### src/rtl/i2c_wr_master.sv
// Write-only I2C master: sends a fixed 4-byte frame (addr+W, reg hi, reg lo, data)
// per four-phase req/ack handshake. SCL is built from quarter-period slots.
module i2c_wr_master #(
  parameter int QTR_DIV = 312
) (
  input  logic        clk_25M,
  input  logic        rst_100,
  input  logic [31:0] cfg_data,
  input  logic        i2c_req,
  output logic        i2c_ack,
  output logic        sclk,
  output logic        sda,
  output logic        sda_oe,
  input  logic        sda_in,
  output logic        busy,
  output logic        nack
);

  typedef enum logic [2:0] {IDLE, START, BIT, ACKS, STOP, DONE} state_t;

  state_t      state, n_state;
  logic [15:0] qcnt;
  logic [1:0]  qtr, n_qtr;
  logic [2:0]  bit_cnt, n_bit;
  logic [1:0]  byte_cnt, n_byte;
  logic [31:0] shreg, n_sh;
  logic        n_nack, n_sclk, n_sda, n_oe;
  logic        qend;

  assign qend = (qcnt == 16'(QTR_DIV - 1));

  always_comb begin
    n_state = state;
    n_qtr   = qtr;
    n_bit   = bit_cnt;
    n_byte  = byte_cnt;
    n_sh    = shreg;
    n_nack  = nack;
    case (state)
      IDLE: if (i2c_req) begin
        n_state = START;
        n_qtr   = 2'd0;
        n_bit   = 3'd0;
        n_byte  = 2'd0;
        n_sh    = cfg_data;
        n_nack  = 1'b0;
      end
      START: if (qend) begin
        if (qtr == 2'd1) begin
          n_state = BIT;
          n_qtr   = 2'd0;
        end else n_qtr = qtr + 2'd1;
      end
      BIT: if (qend) begin
        n_qtr = qtr + 2'd1;
        // Shift only at the end of q3 so SDA changes while SCL is low
        if (qtr == 2'd3) begin
          n_sh  = {shreg[30:0], 1'b0};
          n_bit = bit_cnt + 3'd1;
          if (bit_cnt == 3'd7) n_state = ACKS;
        end
      end
      ACKS: if (qend) begin
        n_qtr = qtr + 2'd1;
        if (qtr == 2'd2 && sda_in) n_nack = 1'b1;
        if (qtr == 2'd3) begin
          n_byte  = byte_cnt + 2'd1;
          n_state = (byte_cnt == 2'd3) ? STOP : BIT;
        end
      end
      STOP: if (qend) begin
        if (qtr == 2'd2) n_state = DONE;
        else n_qtr = qtr + 2'd1;
      end
      DONE: if (!i2c_req) n_state = IDLE;
      default: n_state = IDLE;
    endcase
  end

  // Bus pins decoded from the upcoming state so they are registered with it
  always_comb begin
    n_sclk = 1'b1;
    n_sda  = 1'b1;
    n_oe   = 1'b1;
    case (n_state)
      START: begin
        n_sclk = (n_qtr == 2'd0);
        n_sda  = 1'b0;
      end
      BIT: begin
        n_sclk = (n_qtr == 2'd1) || (n_qtr == 2'd2);
        n_sda  = n_sh[31];
      end
      ACKS: begin
        n_sclk = (n_qtr == 2'd1) || (n_qtr == 2'd2);
        n_oe   = 1'b0;
      end
      STOP: begin
        n_sclk = (n_qtr != 2'd0);
        n_sda  = (n_qtr == 2'd2);
      end
      default: ;
    endcase
  end

  always_ff @(posedge clk_25M or negedge rst_100) begin
    if (!rst_100) begin
      state    <= IDLE;
      qcnt     <= '0;
      qtr      <= '0;
      bit_cnt  <= '0;
      byte_cnt <= '0;
      shreg    <= '0;
      nack     <= 1'b0;
      sclk     <= 1'b1;
      sda      <= 1'b1;
      sda_oe   <= 1'b1;
      busy     <= 1'b0;
      i2c_ack  <= 1'b0;
    end else begin
      state    <= n_state;
      qcnt     <= (state == IDLE || state == DONE || qend) ? '0 : qcnt + 16'd1;
      qtr      <= n_qtr;
      bit_cnt  <= n_bit;
      byte_cnt <= n_byte;
      shreg    <= n_sh;
      nack     <= n_nack;
      sclk     <= n_sclk;
      sda      <= n_sda;
      sda_oe   <= n_oe;
      busy     <= (n_state == START) || (n_state == BIT) ||
                  (n_state == ACKS)  || (n_state == STOP);
      i2c_ack  <= (n_state == DONE);
    end
  end

endmodule

### config.mk
export PLATFORM = sky130hd
export DESIGN_NAME = i2c_wr_master
export DESIGN_NICKNAME = d
export VERILOG_FILES = /design/src/rtl/i2c_wr_master.sv
export SDC_FILE = /design/constraint.sdc
export NUM_CORES = 1
export LEC_CHECK = 0
export ABC_AREA = 1
export CAP_MARGIN = 10
export CORE_ASPECT_RATIO = 1.2
export CORE_MARGIN = 3
export CORE_UTILIZATION = 46
export DETAILED_ROUTE_END_ITERATION = 16
export GPL_TIMING_DRIVEN = 0
export HOLD_SLACK_MARGIN = 0.12
export PLACE_DENSITY = 0.67
export SETUP_SLACK_MARGIN = 0.15
export SLEW_MARGIN = 20
export SYNTH_ARGS = -nofsm -noshare
export SYNTH_HDL_FRONTEND = slang
export SYNTH_SLANG_ARGS = --single-unit
### constraint.sdc
create_clock -name clk_25M -period 2 [get_ports clk_25M]
set_input_delay 0.4 -clock clk_25M [delete_from_list [all_inputs] [get_ports clk_25M]]
set_output_delay 0.4 -clock clk_25M [all_outputs]
set_load 0.01 [all_outputs]
### After elaboration in Yosys (flattened, before gate mapping)

Cells that the tools add are included.

| operators by class | value |
|---|---|
| $add $sub $neg | 4 |
| equal/unequal tests | 24 |
| reductions and logical operators | 17 |
| muxes and demuxes | 40 |

Operators with widths:

| operator | count |
|---|---|
| two-way mux 32 bit | 3 |
| case mux 32 bit (2 select lines) | 1 |
| two-way mux 3 bit | 15 |
| two-way mux 2 bit | 9 |
| case mux 3 bit (6 select lines) | 1 |
| adder 16 x 1 -> 16 bit, second input constant | 1 |
| equality test 16 x 9 -> 1 bit, second input constant | 1 |
| two-way mux 16 bit | 1 |
| equality test 3 bit, second input constant | 5 |
| equality test 3 x 2 -> 1 bit, second input constant | 4 |
| != test 2 bit, second input constant | 6 |
| AND reduction 4 bit | 3 |
| equality test 2 bit, second input constant | 4 |
| case mux 2 bit (4 select lines) | 1 |
| equality test 3 x 1 -> 1 bit, second input constant | 2 |
| logical OR 1 bit | 6 |
| case mux 1 bit (3 select lines) | 2 |
| case mux 3 bit (2 select lines) | 1 |
| nonzero test 2 bit | 3 |
| adder 2 x 1 -> 2 bit, second input constant | 2 |
| equality test 2 x 1 -> 1 bit, second input constant | 2 |
| two-way mux 1 bit | 4 |
| case mux 2 bit (2 select lines) | 1 |
| OR reduction 2 bit | 2 |
| other kinds (5) | 5 |

| word-level totals | value |
|---|---|
| output and inout bits | 6 |
| logic and storage cells | 98 |
| register bits after elaboration | 64 |
| bits of input ports | 36 |

### Longest topological paths before layout

Gate-level depths: netlist of run 1.

| depth | value |
|---|---|
| word-level depth | 9 |
| gate-level depth with buffers | 15 |
| depth with buffers taken out | 15 |

### Worst setup path before layout of run 1

OpenSTA, ideal clock, no wires.

| timing path | value |
|---|---|
| path kind | reg2reg |
| start | register qcnt[0] |
| end | register sclk |
| clock period less this slack | 1.881 ns |
| data arrival time | 1.798 ns |
| setup slack | 0.119 ns |
| library setup time | 0.083 ns |
| data required time | 1.917 ns |
| buffers on the path | 0 |
| cell stages (with the launch flop) | 13 |
| cells stage by stage | dfrtp_1 ha_1 nand2_1 inv_1 nand2_1 nor2_2 nand2_1 nand2_1 a31oi_1 a31oi_1 ha_1 a21oi_1 nand3_1 |

| between the ends | value |
|---|---|
| word-level cells in the longest chain between the ends | 6 |
| elaborated cells on any way between the ends | 21 |
| those cells by class | eq/ne: 7; mux: 10; reduce/logical: 4 |

RTL lines:

| what | RTL line | text |
|---|---|---|
| start, declared | 22 | `logic [15:0] qcnt;` |
| start signal, assigned | 122 | `qcnt <= (state == IDLE \|\| state == DONE \|\| qend) ? '0 : qcnt + 16'd1;` |
| equality test 16 x 9 -> 1 bit (*) | 30 | `assign qend = (qcnt == 16'(QTR_DIV - 1));` |
| two-way mux 3 bit, or another cell as far along | 71 | `STOP: if (qend) begin` |
| case mux 3 bit (6 select lines) or case mux 2 bit (4 select lines) (tied branches) | 39 | `case (state)` |
| equality test 3 x 2 -> 1 bit, or another cell as far along | 85 | `case (n_state)` |
| OR reduction 2 bit (no line) or logical OR 1 bit (tied branches) | - |  |
| case mux 1 bit (3 select lines) (*) | 85 |  |
| net n_sclk | 27 | `logic n_nack, n_sclk, n_sda, n_oe;` |
| end signal, assigned | 128 | `sclk <= n_sclk;` |
| end, declared | 11 | `output logic sclk,` |

Mark *: on every way through the listed nets, which the timed path passes. The rest lies on a longest branch.
A chain may end at the register's enable or synchronous reset.

### Final worst setup path of run 1

| timing path | value |
|---|---|
| start | register qcnt[0] |
| end | register sda |

| between the ends | value |
|---|---|
| word-level cells in the longest chain between the ends | 5 |
| elaborated cells on any way between the ends | 17 |
| those cells by class | eq/ne: 5; mux: 12 |

RTL lines:

| what | RTL line | text |
|---|---|---|
| equality test 16 x 9 -> 1 bit (*) | 30 |  |
| two-way mux 3 bit, or another cell as far along | 71 |  |
| case mux 3 bit (6 select lines) or case mux 2 bit (4 select lines) (tied branches) | 39 |  |
| equality test 3 bit, or another cell as far along | 85 |  |
| case mux 1 bit (3 select lines) (*) | 85 |  |
| net n_sda | 27 |  |
| end signal, assigned | 129 | `sda <= n_sda;` |
| end, declared | 12 | `output logic sda,` |

Mark *: on every way through the listed nets, which the timed path passes. The rest lies on a longest branch. The select of a mux whose other input is x is not followed.

==> results of run 1 <==
## power groups by stage
stage,clock (uW),sequential (uW),combinational [uW]
4_1_cts,1120,1850,1820
5_1_grt,1170,1900,2250
3_5_place_dp,0,1880,1710
3_3_place_gp,0,1870,1650
2_1_floorplan,0,1860,1310
6_report,1090,1860,2000
## per-layer routing
layer  wire [um]  global-route usage, %  vias to the layer above
met3         322                   3.17                       21
li1            -                      -                     1567
met5           0                      0                        -
met4         216                   8.11                        0
met1        3380                   22.5                     1474
met2        4080                   30.6                       84
## path summary, 6_finish.rpt
kind                                          end  cells after the start
worst max-delay path                sda$_DFF_PN1_                     13
worst min-delay path            i2c_ack$_DFF_PN0_                      2
worst max register to register      sda$_DFF_PN1_                     13
worst min register to register   nack$_DFFE_PN0P_                      2
max in group asynchronous          sclk$_DFF_PN1_                      3
min in group clk_25M             nack$_DFFE_PN0P_                      2
## logic make-up (layout without fill, tap and decap cells)
family          Yosys count  count (layout)  synth area share, %
simple gates            191             191                 24.3
buf+inv                  87             180                 10.3
compound gates           65              65                 17.7
flops                    64              64                 43.5
fa+ha+maj                11              11                 3.73
xor+xnor                  2               2                0.475
## cell usage in the layout, fill, tap and decap left out, types with 8 or more instances in the layout
cell | synthesis | layout
clkdlybuf4s50_1 | 0 | 40
nand2_2 | 2 | 11
nor2_1 | 40 | 29
clkbuf_8 | 0 | 9
dfrtp_1 | 61 | 56
inv_2 | 8 | 11
nand4_1 | 8 | 8
nand2_1 | 93 | 84
ha_1 | 11 | 8
o221ai_2 | 29 | 29
nor2_2 | 5 | 9
o21ai_0 | 14 | 12
nand3_1 | 20 | 17
inv_1 | 68 | 61
nor2_4 | 5 | 12
buf_4 | 2 | 33
## per-stage QoR
step           utilization, %  hold WS (ns)
3_5_place_dp             54.7         0.253
2_1_floorplan               -         0.104
4_1_cts                  59.9         0.430
6_report                 63.4         0.444
3_3_place_gp             54.4         0.451
5_1_grt                  63.4         0.449
## sequential cells by signal, summed over array words and instances, names as in the netlist
register	flops
i2c_ack	1
nack	1
busy	1
shreg	32
byte_cnt	2
sclk	1
sda	1
state	3
sda_oe	1
bit_cnt	3
qcnt	16
qtr	2
## cell type report
| type | count | area share, % |
|---|---|---|
| Multi-Input combinational cell | 269 | 38.1 |
| Sequential cell | 64 | 32.8 |
| Timing Repair Buffer | 77 | 14.6 |
| Inverter | 76 | 6.01 |
| Clock buffer | 10 | 2.60 |
| Buffer | 11 | 2.37 |
| Tap cell | 92 | 2.34 |
| Clock inverter | 6 | 1.25 |
## timing repair
item	in CTS	in global routing
cloned	0	0
endpoints found under the hold margin	10	0
pin swaps	11	22
hold buffers	1	0
setup endpoints to repair	2	40
gates resized for setup	22	46
buffers inserted	19	15
==> impl_summary.log, run 1 <==
[metrics] largest area contributor in the synthesized netlist: dfrtp_1
[metrics] placeable core region: 7750 sq um
[metrics] Overflow after GRT: 0
[metrics] placement-stage cell area: about 4200 sq um
[metrics] gpl congestion: 0.874
[metrics] antenna violations before repair: 0
[metrics] Skew-Pair Late Insertion Delay: 0.34 ns
[metrics] CP Launch Point: qcnt[0]$_DFF_PN0_
[metrics] setup violators final: 0
[metrics] placed wire-length estimate: 5410 um
[metrics] family with the most delay on the worst path: simple AND/OR/NAND/NOR gates
[metrics] Die W: 87.8 um
[metrics] ordered list of cells on the worst path: ha_4, nand2_2, inv_2, nand2_2, nor2_4, nand2_2, nand2_1, a31oi_1, a31oi_2, buf_4, ha_4, nand4_1, nand3_2
[metrics] final routed wirelength across all metal layers: 8000 um
[metrics] most instantiated cells after synthesis: nand2_1 (93), inv_1 (68), dfrtp_1 (61)
[metrics] Clock Tree Buf Depth: 2
[metrics] nets: 555
[metrics] critical path data required time: around 2.3 ns
[metrics] TritonCTS clock tree: done
[metrics] setup repair after global routing missed its margin: yes
[metrics] leading register cell type out of synthesis: dfrtp_1
[metrics] Cells after DPL: between 500 and 600
[metrics] Avg Cell Area, Syn: 8.79 sq um
[metrics] clock root buffer: clkbuf_8
[metrics] fraction of power spent switching nets: 35.1%
[metrics] timing-limited maximum frequency: around 520 MHz
[metrics] register-to-register path setup slack: slightly below 0.09 ns
[metrics] max capacitance violation total: 0
[metrics] crit path time final: about 1.9 ns
[metrics] area occupied by multi-input gates: roughly 1900 sq um
[metrics] remaining design rule violation count: 0
[metrics] Core Rows: 35
[metrics] fraction of post-synthesis cell area in the top cell type by area: 41.4%
[metrics] Setup Total Neg Slack: 0 ns
[metrics] post-synth net total: about 470
[metrics] pre-CTS setup slack: -0.102 ns
[metrics] final standard cell count with taps included and fillers excluded: 605
[metrics] Port Buffer Count: 41
[metrics] leading cell type by number of instances after synthesis: nand2_1
[metrics] remaining antenna violation count: 0
[metrics] power share of the sequential group: 37.6%
[metrics] dominant cells by area after synthesis: dfrtp_1 (41%), o221ai_2 (12%), nand2_1 (9.5%), inv_1 (6.9%), nor2_1 (4.1%)
[metrics] largest net degree at the start of global routing: 55
[metrics] Cell variety after synth: 34
[metrics] Synth-to-Final Area Change: 33.2%
[metrics] floorplan die area: 9140 sq um
[metrics] CTS HTree Levels: 3
[metrics] Final Hold Violating Endpoints: 0
[metrics] category of the worst setup path capture point: flop
[metrics] CP Data Arrival Time: 2.19 ns
[metrics] startpoint of the worst register-to-register path: qcnt[0]$_DFF_PN0_
[metrics] effective utilization at floorplan: a little under half
[metrics] count of synthesis-stage warnings from yosys: 0
[metrics] Final period util: 95.6%
[metrics] share of synthesized flip-flops with an asynchronous set or reset: 100%
[metrics] via total after detailed routing: 3146
[metrics] kind of launch point of the worst setup path: flop
[metrics] clock sink count: 64
[metrics] total power: 4940 uW
[metrics] Max Fanout on Critical Path: 3
[metrics] most used cell, CP: nand2_2
[metrics] Switching Power: 1740 uW
[metrics] clock transition at the registers of the reported paths: 0.07 ns
[metrics] 1st-pass router iterations: 4
[metrics] total inserted antenna cells: 0
[metrics] slowest stage delay, CP: 0.40 ns
[metrics] # IOs: 42
[metrics] via density per instance: 5.20
[metrics] Internal Dissipation: 3210 uW
[metrics] count of flip-flops with a built-in enable after synthesis: 0
[metrics] Inserted Clock Buffers: 9
[metrics] first-pass GRT wire length: 13500 um
[metrics] worst setup path category: flop to flop
[metrics] relative contribution of the clock network to total power: 22.1%
[metrics] Slew headroom: 72.6%
[metrics] drt initial violations: 93
[metrics] maximum resistive drop on vdd: 0.000481 V
[metrics] run status: finished, final reports clean
[metrics] filler cell count: 658
[metrics] Clock Skew: 0.0123 ns
[metrics] vias in the first global route: 3096
[metrics] register area: 1610 sq um
[metrics] final count of pins violating max slew: 0
[metrics] share of the yosys chip area belonging to registers: 43.5%
[metrics] Static Leak: 0.00222 uW
[metrics] Buf/Inv on CP: 2
[metrics] share of cells above drive strength 1: roughly a third
[metrics] all-layer global routing usage: 18.3%
[metrics] number of register bits inferred by synthesis: 64
[metrics] transition time at the pin with the least slew margin: 0.408 ns
[metrics] slowest library cell on the worst path: dfrtp_1
[metrics] cell area after synthesis: around 3700 sq um
[metrics] worst min-delay path class: primary input to asynchronous set/reset pin
[metrics] relative contribution of combinational cells to total power: 40.4%
[metrics] count of mapped cells out of synthesis: 420
[metrics] post-detailed-route wirelength per cell: between 10 and 15 um
[metrics] power density relative to cell area: 1010 nW/um^2
[metrics] Die Y-Extent: 104 um
[metrics] post-layout instance area: slightly below 5000 sq um
[metrics] post-route worst setup slack: 0.0877 ns
(Power assumes the default switching activity.)
==> run 2: changes to the inputs <==
- SLEW_MARGIN: 20 -> 30
==> run 2 against run 1 <==
Net effect: highest routed layer unchanged; total power increased by 6.3%; global-route usage increased by 0.15 points; sequential power about the same; final cell count increased by 0.99%; hold slack improved by 0.0066 ns; largest cell class unchanged; largest power group unchanged; clock power increased by 26%; utilization increased by 2.0 points; sequential share of layout area decreased by 0.99 points; clock skew decreased by 0.0036 ns; die area unchanged; clock-buffer cell count decreased by 1; critical path type unchanged.
==> impl_summary.log, run 2 (synthesis results as in run 1) <==
[metrics] Clock Tree Buf Depth: 2 (unchanged)
[metrics] Die W: 87.8 um (unchanged)
[metrics] run status: finished, final reports clean
[metrics] final standard cell count with taps included and fillers excluded: 611 (+0.99%)
[metrics] maximum resistive drop on vdd: 0.000570 V (+18%)
[metrics] reg-to-reg endpoint: sda$_DFF_PN1_
[metrics] Skew-Pair Late Insertion Delay: 0.34 ns (about the same)
[metrics] first-pass GRT wire length: 13600 um (+0.47%)
[metrics] gpl congestion: 0.874 (unchanged)
[metrics] worst setup path category: flop to flop
[metrics] ordered list of cells on the worst path: ha_4, nand2_2, inv_2, nand2_2, nor2_4, nand2_2, nand2_1, a31oi_1, a31oi_2, buf_4, ha_4, nand4_1, nand3_2
[metrics] final routed wirelength across all metal layers: 8360 um (+4.5%)
[metrics] timing-limited maximum frequency: 533 MHz (+2.0%)
[metrics] vias in the first global route: 3123 (+0.87%)
[metrics] setup violators final: 0 (unchanged)
[metrics] drt initial violations: 109 (+17%)
[metrics] Static Leak: 0.00230 uW (+3.6%)
[metrics] placed wire-length estimate: 5430 um (+0.39%)
[metrics] filler cell count: 619 (-5.9%)
[metrics] effective utilization at floorplan: 47.6% (unchanged)
[metrics] nets: 561 (+1.1%)
[metrics] clock root buffer: clkbuf_8
[metrics] Synth-to-Final Area Change: 37.3%
[metrics] Die Y-Extent: 104 um (unchanged)
[metrics] final count of pins violating max slew: 0 (unchanged)
[metrics] largest registers: shreg: 32 flops, qcnt: 16 flops
[metrics] power density relative to cell area: 1040 nW/um^2 (+3.1%)
[metrics] floorplan die area: 9140 sq um (unchanged)
[metrics] critical path data required time: 2.29 ns (about the same)
[metrics] most used cell, CP: nand2_2
[metrics] remaining antenna violation count: 0 (unchanged)
[metrics] Max Fanout on Critical Path: 3 (unchanged)
[metrics] share of cells above drive strength 1: 32.6% (+1.2 points)
[metrics] antenna violations before repair: 0 (unchanged)
[metrics] startpoint of the worst register-to-register path: qcnt[0]$_DFF_PN0_
[metrics] category of the worst setup path capture point: flop
[metrics] placeable core region: 7750 sq um (unchanged)
[metrics] total inserted antenna cells: 0 (unchanged)
[metrics] Port Buffer Count: 41 (unchanged)
[metrics] relative contribution of the clock network to total power: 26.0% (+3.9 points)
[metrics] power share of the sequential group: 35.3% (-2.3 points)
[metrics] Setup Total Neg Slack: 0 ns (unchanged)
[metrics] max capacitance violation total: 0 (unchanged)
[metrics] largest reg by FF count: shreg
[metrics] most common cell after layout, fill and taps aside: nand2_1
[metrics] largest net degree at the start of global routing: 52 (-5.5%)
[metrics] crit path time final: 1.88 ns (-0.0373 ns)
[metrics] transition time at the pin with the least slew margin: 0.388 ns (-0.0200 ns)
[metrics] Inserted Clock Buffers: 9 (unchanged)
[metrics] Overflow after GRT: 0 (unchanged)
[metrics] setup repair after global routing missed its margin: yes
[metrics] Internal Dissipation: 3490 uW (+8.7%)
[metrics] leading cell types in the layout, fill and taps excluded: nand2_1 (85), inv_1 (59), dfrtp_1 (56)
[metrics] depth of the worst register-to-register path: 13 (unchanged)
[metrics] via total after detailed routing: 3200 (+1.7%)
[metrics] worst min-delay path class: primary input to asynchronous set/reset pin
[metrics] CTS HTree Levels: 3 (unchanged)
[metrics] fraction of power spent switching nets: 33.6% (-1.5 points)
[metrics] Clock Skew: 0.00876 ns (-0.00357 ns)
[metrics] 1st-pass router iterations: 4 (unchanged)
[metrics] via density per instance: 5.24 (+0.72%)
[metrics] Cells after DPL: 554 (unchanged)
[metrics] post-route core utilization: 65.4% (+2.0 points)
[metrics] relative contribution of combinational cells to total power: 38.7% (-1.7 points)
[metrics] CP Data Arrival Time: 2.16 ns (-0.03 ns)
[metrics] slowest library cell on the worst path: dfrtp_1
[metrics] Final period util: 93.8% (-1.9 points)
[metrics] clock transition at the registers of the reported paths: 0.08 ns (about the same)
[metrics] slowest stage delay, CP: 0.40 ns (about the same)
[metrics] Slew headroom: 73.9% (+1.3 points)
[metrics] Switching Power: 1770 uW (+1.8%)
[metrics] post-detailed-route wirelength per cell: 13.7 um (+3.5%)
[metrics] remaining design rule violation count: 0 (unchanged)
[metrics] kind of launch point of the worst setup path: flop
[metrics] max FFs per register: 32 (unchanged)
[metrics] clock sink count: 64 (unchanged)
[metrics] Final Hold Violating Endpoints: 0 (unchanged)
[metrics] register-to-register path setup slack: 0.12 ns (+0.04 ns)
[metrics] Core Rows: 35 (unchanged)
[metrics] all-layer global routing usage: 18.4% (+0.15 points)
[metrics] # IOs: 42 (unchanged)
[metrics] TritonCTS clock tree: done
run 2: timing repair:
item | CTS | global route
pin swaps | 17 | 22
endpoints found under the hold margin | 12 | 0
hold buffers | 1 | 0
endpoints found under the setup margin | 2 | 44
gates cloned | 0 | 2
resized for setup | 24 | 46
buffers inserted | 22 | 16
run 2: area by class of cell:
cell class,count,area (sq um),share of cell area [%]
Clock inverter,7,120,2.37
Multi-Input combinational cell,269,1880,37.2
Tap cell,92,115,2.27
Clock buffer,9,124,2.44
Sequential cell,64,1610,31.8
Inverter,76,305,6.02
Timing Repair Buffer,83,792,15.6
Buffer,11,115,2.27
run 2: worst max-delay path, delay by kind of cell (launching register included):
kind	cells	cell delay, ns
AO/OA/AOI/OAI	2	0.33
adder cells (fa/ha/maj)	2	0.28
buffers and inverters	2	0.24
flip-flops	1	0.40
AND/OR/NAND/NOR	7	0.57
run 2: metrics by stage:
step / hold WS [ns] / setup slack, ns / cell area [sq um] / total power [uW]
6_report: 0.450 / 0.125 / 5070 / 5250
3_3_place_gp: 0.451 / -1.56 / 4220 / 3520
5_1_grt: 0.457 / -0.0326 / 5070 / 5620
3_5_place_dp: 0.273 / -0.117 / 4240 / 3590
4_1_cts: 0.438 / 0.108 / 4740 / 5090
2_1_floorplan: 0.104 / 0.168 / 3690 / 3160
run 2: worst max path at each step:
| stage | from | endpoint | slack [ns] |
|---|---|---|---|
| finish | qcnt[0]$_DFF_PN0_ | sda$_DFF_PN1_ | 0.12 |
| global route | qcnt[0]$_DFF_PN0_ | sclk$_DFF_PN1_ | -0.03 |
| CTS | qcnt[1]$_DFF_PN0_ | sclk$_DFF_PN1_ | 0.11 |
| detailed placement | qcnt[0]$_DFF_PN0_ | sclk$_DFF_PN1_ | -0.12 |
| global placement | rst_100 | shreg[15]$_DFFE_PN0P_ | -1.56 |
| floorplan | qcnt[0]$_DFF_PN0_ | sclk$_DFF_PN1_ | 0.17 |
run 2: routing by layer:
layer | track usage [%] | share of wire [%]
met5 | 0 | 0
met4 | 8.88 | 2.6
met3 | 2.93 | 4.1
met2 | 30.4 | 52
met1 | 23.0 | 42
run 2: power groups by stage:
stage          Combinational (uW)  Clock [uW]  Sequential, uW
2_1_floorplan                1310           0            1860
3_3_place_gp                 1650           0            1870
3_5_place_dp                 1710           0            1880
4_1_cts                      1840        1400            1850
5_1_grt                      2270        1450            1900
6_report                     2030        1370            1850
==> run 3: changes to the inputs <==
- CAP_MARGIN: 10 -> 20
- CORE_MARGIN: 3 -> 2
- CTS_CLUSTER_SIZE: unset -> 30
==> run 3 against run 2 <==
Net effect: sequential share of layout area up 1.2 points; die area fell by 4.2%; utilization decreased by 2.4 points; first-iteration DRC count rose by 3.7%; combinational power is 3% lower; final cell count is 2.0% lower; clock power decreased by 18%; non-clock buffer count down 12; sequential power barely moved; total power shrank 5.7%; hold slack improved by 0.0022 ns; global-route usage is 0.98 points higher.
==> impl_summary.log, run 3 (synthesis results as in run 1) <==
[metrics] run status: finished, final reports clean
[metrics] Cells after DPL: 554 (unchanged)
[metrics] CTS HTree Levels: 3 (unchanged)
[metrics] fraction of power spent switching nets: 34.8% (+1.1 points)
[metrics] Die W: 85.8 um (-2.3%)
[metrics] CP Data Arrival Time: 2.13 ns (-0.03 ns)
[metrics] clock sink count: 64 (unchanged)
[metrics] Static Leak: 0.00219 uW (-4.6%)
[metrics] Port Buffer Count: 41 (unchanged)
[metrics] Clock Skew: 0.00998 ns (+0.00122 ns)
[metrics] power density relative to cell area: 1010 nW/um^2 (-2.2%)
[metrics] largest registers: shreg: 32 flops, qcnt: 16 flops
[metrics] maximum resistive drop on vdd: 0.000531 V (-6.8%)
[metrics] all-layer global routing usage: 19.4% (+0.98 points)
[metrics] final standard cell count with taps included and fillers excluded: 599 (-2.0%)
[metrics] post-route worst setup slack: 0.130 ns (+0.00527 ns)
[metrics] remaining design rule violation count: 0 (unchanged)
[metrics] post-detailed-route wirelength per cell: 13.1 um (-4.5%)
[metrics] Inserted Clock Buffers: 9 (unchanged)
[metrics] relative contribution of combinational cells to total power: 39.7% (+1.0 points)
[metrics] Clock Tree Buf Depth: 2 (unchanged)
[metrics] floorplan die area: 8760 sq um (-4.2%)
[metrics] first-pass GRT wire length: 13800 um (+1.5%)
[metrics] worst min-delay path class: primary input to asynchronous set/reset pin
[metrics] TritonCTS clock tree: done
[metrics] max FFs per register: 32 (unchanged)
[metrics] pre-CTS setup slack: -0.124 ns (-0.00686 ns)
[metrics] Core Rows: 35 (unchanged)
[metrics] Max Fanout on Critical Path: 6 (+3)
[metrics] timing-limited maximum frequency: 535 MHz (+0.28%)
[metrics] via total after detailed routing: 3133 (-2.1%)
[metrics] nets: 549 (-2.1%)
[metrics] worst setup path category: flop to flop
[metrics] drt initial violations: 113 (+3.7%)
[metrics] # IOs: 42 (unchanged)
[metrics] Internal Dissipation: 3230 uW (-7.3%)
[metrics] final count of pins violating max slew: 0 (unchanged)
[metrics] crit path time final: 1.87 ns (-0.00527 ns)
[metrics] post-route core utilization: 63.0% (-2.4 points)
[metrics] Die Y-Extent: 102 um (-1.9%)
[metrics] critical path data required time: 2.26 ns (-0.03 ns)
[metrics] power share of the sequential group: 37.5% (+2.2 points)
[metrics] share of cells above drive strength 1: 30.6% (-2.0 points)
[metrics] placeable core region: 7750 sq um (unchanged)
[metrics] clock transition at the registers of the reported paths: 0.08 ns (about the same)
[metrics] setup repair after global routing missed its margin: yes
[metrics] Final period util: 93.5% (-0.26 points)
[metrics] total inserted antenna cells: 0 (unchanged)
[metrics] startpoint of the worst register-to-register path: state[1]$_DFF_PN0_
[metrics] via density per instance: 5.23 (-0.13%)
[metrics] largest net degree at the start of global routing: 52 (unchanged)
[metrics] placed wire-length estimate: 5360 um (-1.2%)
[metrics] total power: 4950 uW (-5.7%)
[metrics] largest reg by FF count: shreg
[metrics] transition time at the pin with the least slew margin: 0.432 ns (+0.0438 ns)
[metrics] setup violators final: 0 (unchanged)
[metrics] Skew-Pair Late Insertion Delay: 0.34 ns (about the same)
[metrics] 1st-pass router iterations: 6 (+2)
[metrics] antenna violations before repair: 0 (unchanged)
[metrics] final routed wirelength across all metal layers: 7830 um (-6.4%)
[metrics] clock root buffer: clkbuf_8
[metrics] max capacitance violation total: 0 (unchanged)
[metrics] Synth-to-Final Area Change: 32.3%
[metrics] Final Hold Violating Endpoints: 0 (unchanged)
[metrics] Switching Power: 1720 uW (-2.6%)
[metrics] effective utilization at floorplan: 47.6% (unchanged)
[metrics] kind of launch point of the worst setup path: flop
[metrics] gpl congestion: 0.851 (-2.6%)
[metrics] remaining antenna violation count: 0 (unchanged)
[metrics] vias in the first global route: 3194 (+2.3%)
[metrics] category of the worst setup path capture point: flop
[metrics] Slew headroom: 71.0% (-2.9 points)
[metrics] Overflow after GRT: 0 (unchanged)
[metrics] leading cell types in the layout, fill and taps excluded: nand2_1 (85), inv_1 (59), dfrtp_1 (55)
[metrics] CP Launch Point: state[1]$_DFF_PN0_
[metrics] most common cell after layout, fill and taps aside: nand2_1
[metrics] relative contribution of the clock network to total power: 22.9% (-3.1 points)
[run 3: what timing repair did]
action	CTS	global route
pin swaps	19	13
endpoints found under the setup margin	2	42
setup buffers	19	8
hold buffers	1	0
cloned	0	1
hold endpoints to repair	12	0
resized for setup	26	38
[run 3: area by class of cell]
| class | count | area, sq um |
|---|---|---|
| fillers | 668 | 2870 |
| multi-input cells | 269 | 1860 |
| well taps | 92 | 115 |
| repair buffers | 71 | 673 |
| flip-flops and latches | 64 | 1610 |
| clock buffers | 11 | 141 |
| inverters | 76 | 303 |
| clock inverters | 5 | 56.3 |
| plain buffers | 11 | 121 |
[run 3: routing by layer]
metal  global-route usage [%]  up-vias  wire, um
li1                         -     1549         -
met1                     23.4     1492      3420
met2                     34.4       72      3950
met3                     2.67       20       269
met4                     8.67        0       178
met5                        0        -         0
[run 3: critical path, cell delays in order, from the launching register on]
cell	delay (ns)
dfrtp_2	0.49
nor2_4	0.17
nand2_1	0.11
nor2_1	0.13
inv_1	0.08
a31oi_1	0.21
a31oi_2	0.09
buf_4	0.17
ha_4	0.14
nand4_1	0.10
nand3_2	0.09
[run 3: stage by stage]
| stage | TNS, ns | hold slack, ns | cell area (sq um) |
|---|---|---|---|
| after floorplan | 0 | 0.104 | 3690 |
| after global routing | 0 | 0.465 | 4880 |
| after CTS | 0 | 0.454 | 4690 |
| after global placement | -97.07 | 0.452 | 4220 |
| final | 0 | 0.453 | 4880 |
| after detailed placement | -0.149 | 0.271 | 4240 |
[run 3: path summary, 6_finish.rpt]
kind	end	slack [ns]	cells past startpoint
max	sda$_DFF_PN1_	0.13	10
min	qcnt[8]$_DFF_PN0_	0.45	2
max reg2reg	sda$_DFF_PN1_	0.13	10
min reg2reg	shreg[31]$_DFF_PN0_	0.48	2
max in group asynchronous	sclk$_DFF_PN1_	0.97	3
min in group clk_25M	shreg[31]$_DFF_PN0_	0.48	2
[run 3: power groups by stage]
stage	Sequential (uW)	Combinational, uW	Clock (uW)
3_5_place_dp	1880	1700	0
3_3_place_gp	1870	1650	0
6_report	1860	1960	1130
5_1_grt	1900	2200	1200
4_1_cts	1860	1860	1140
2_1_floorplan	1860	1310	0
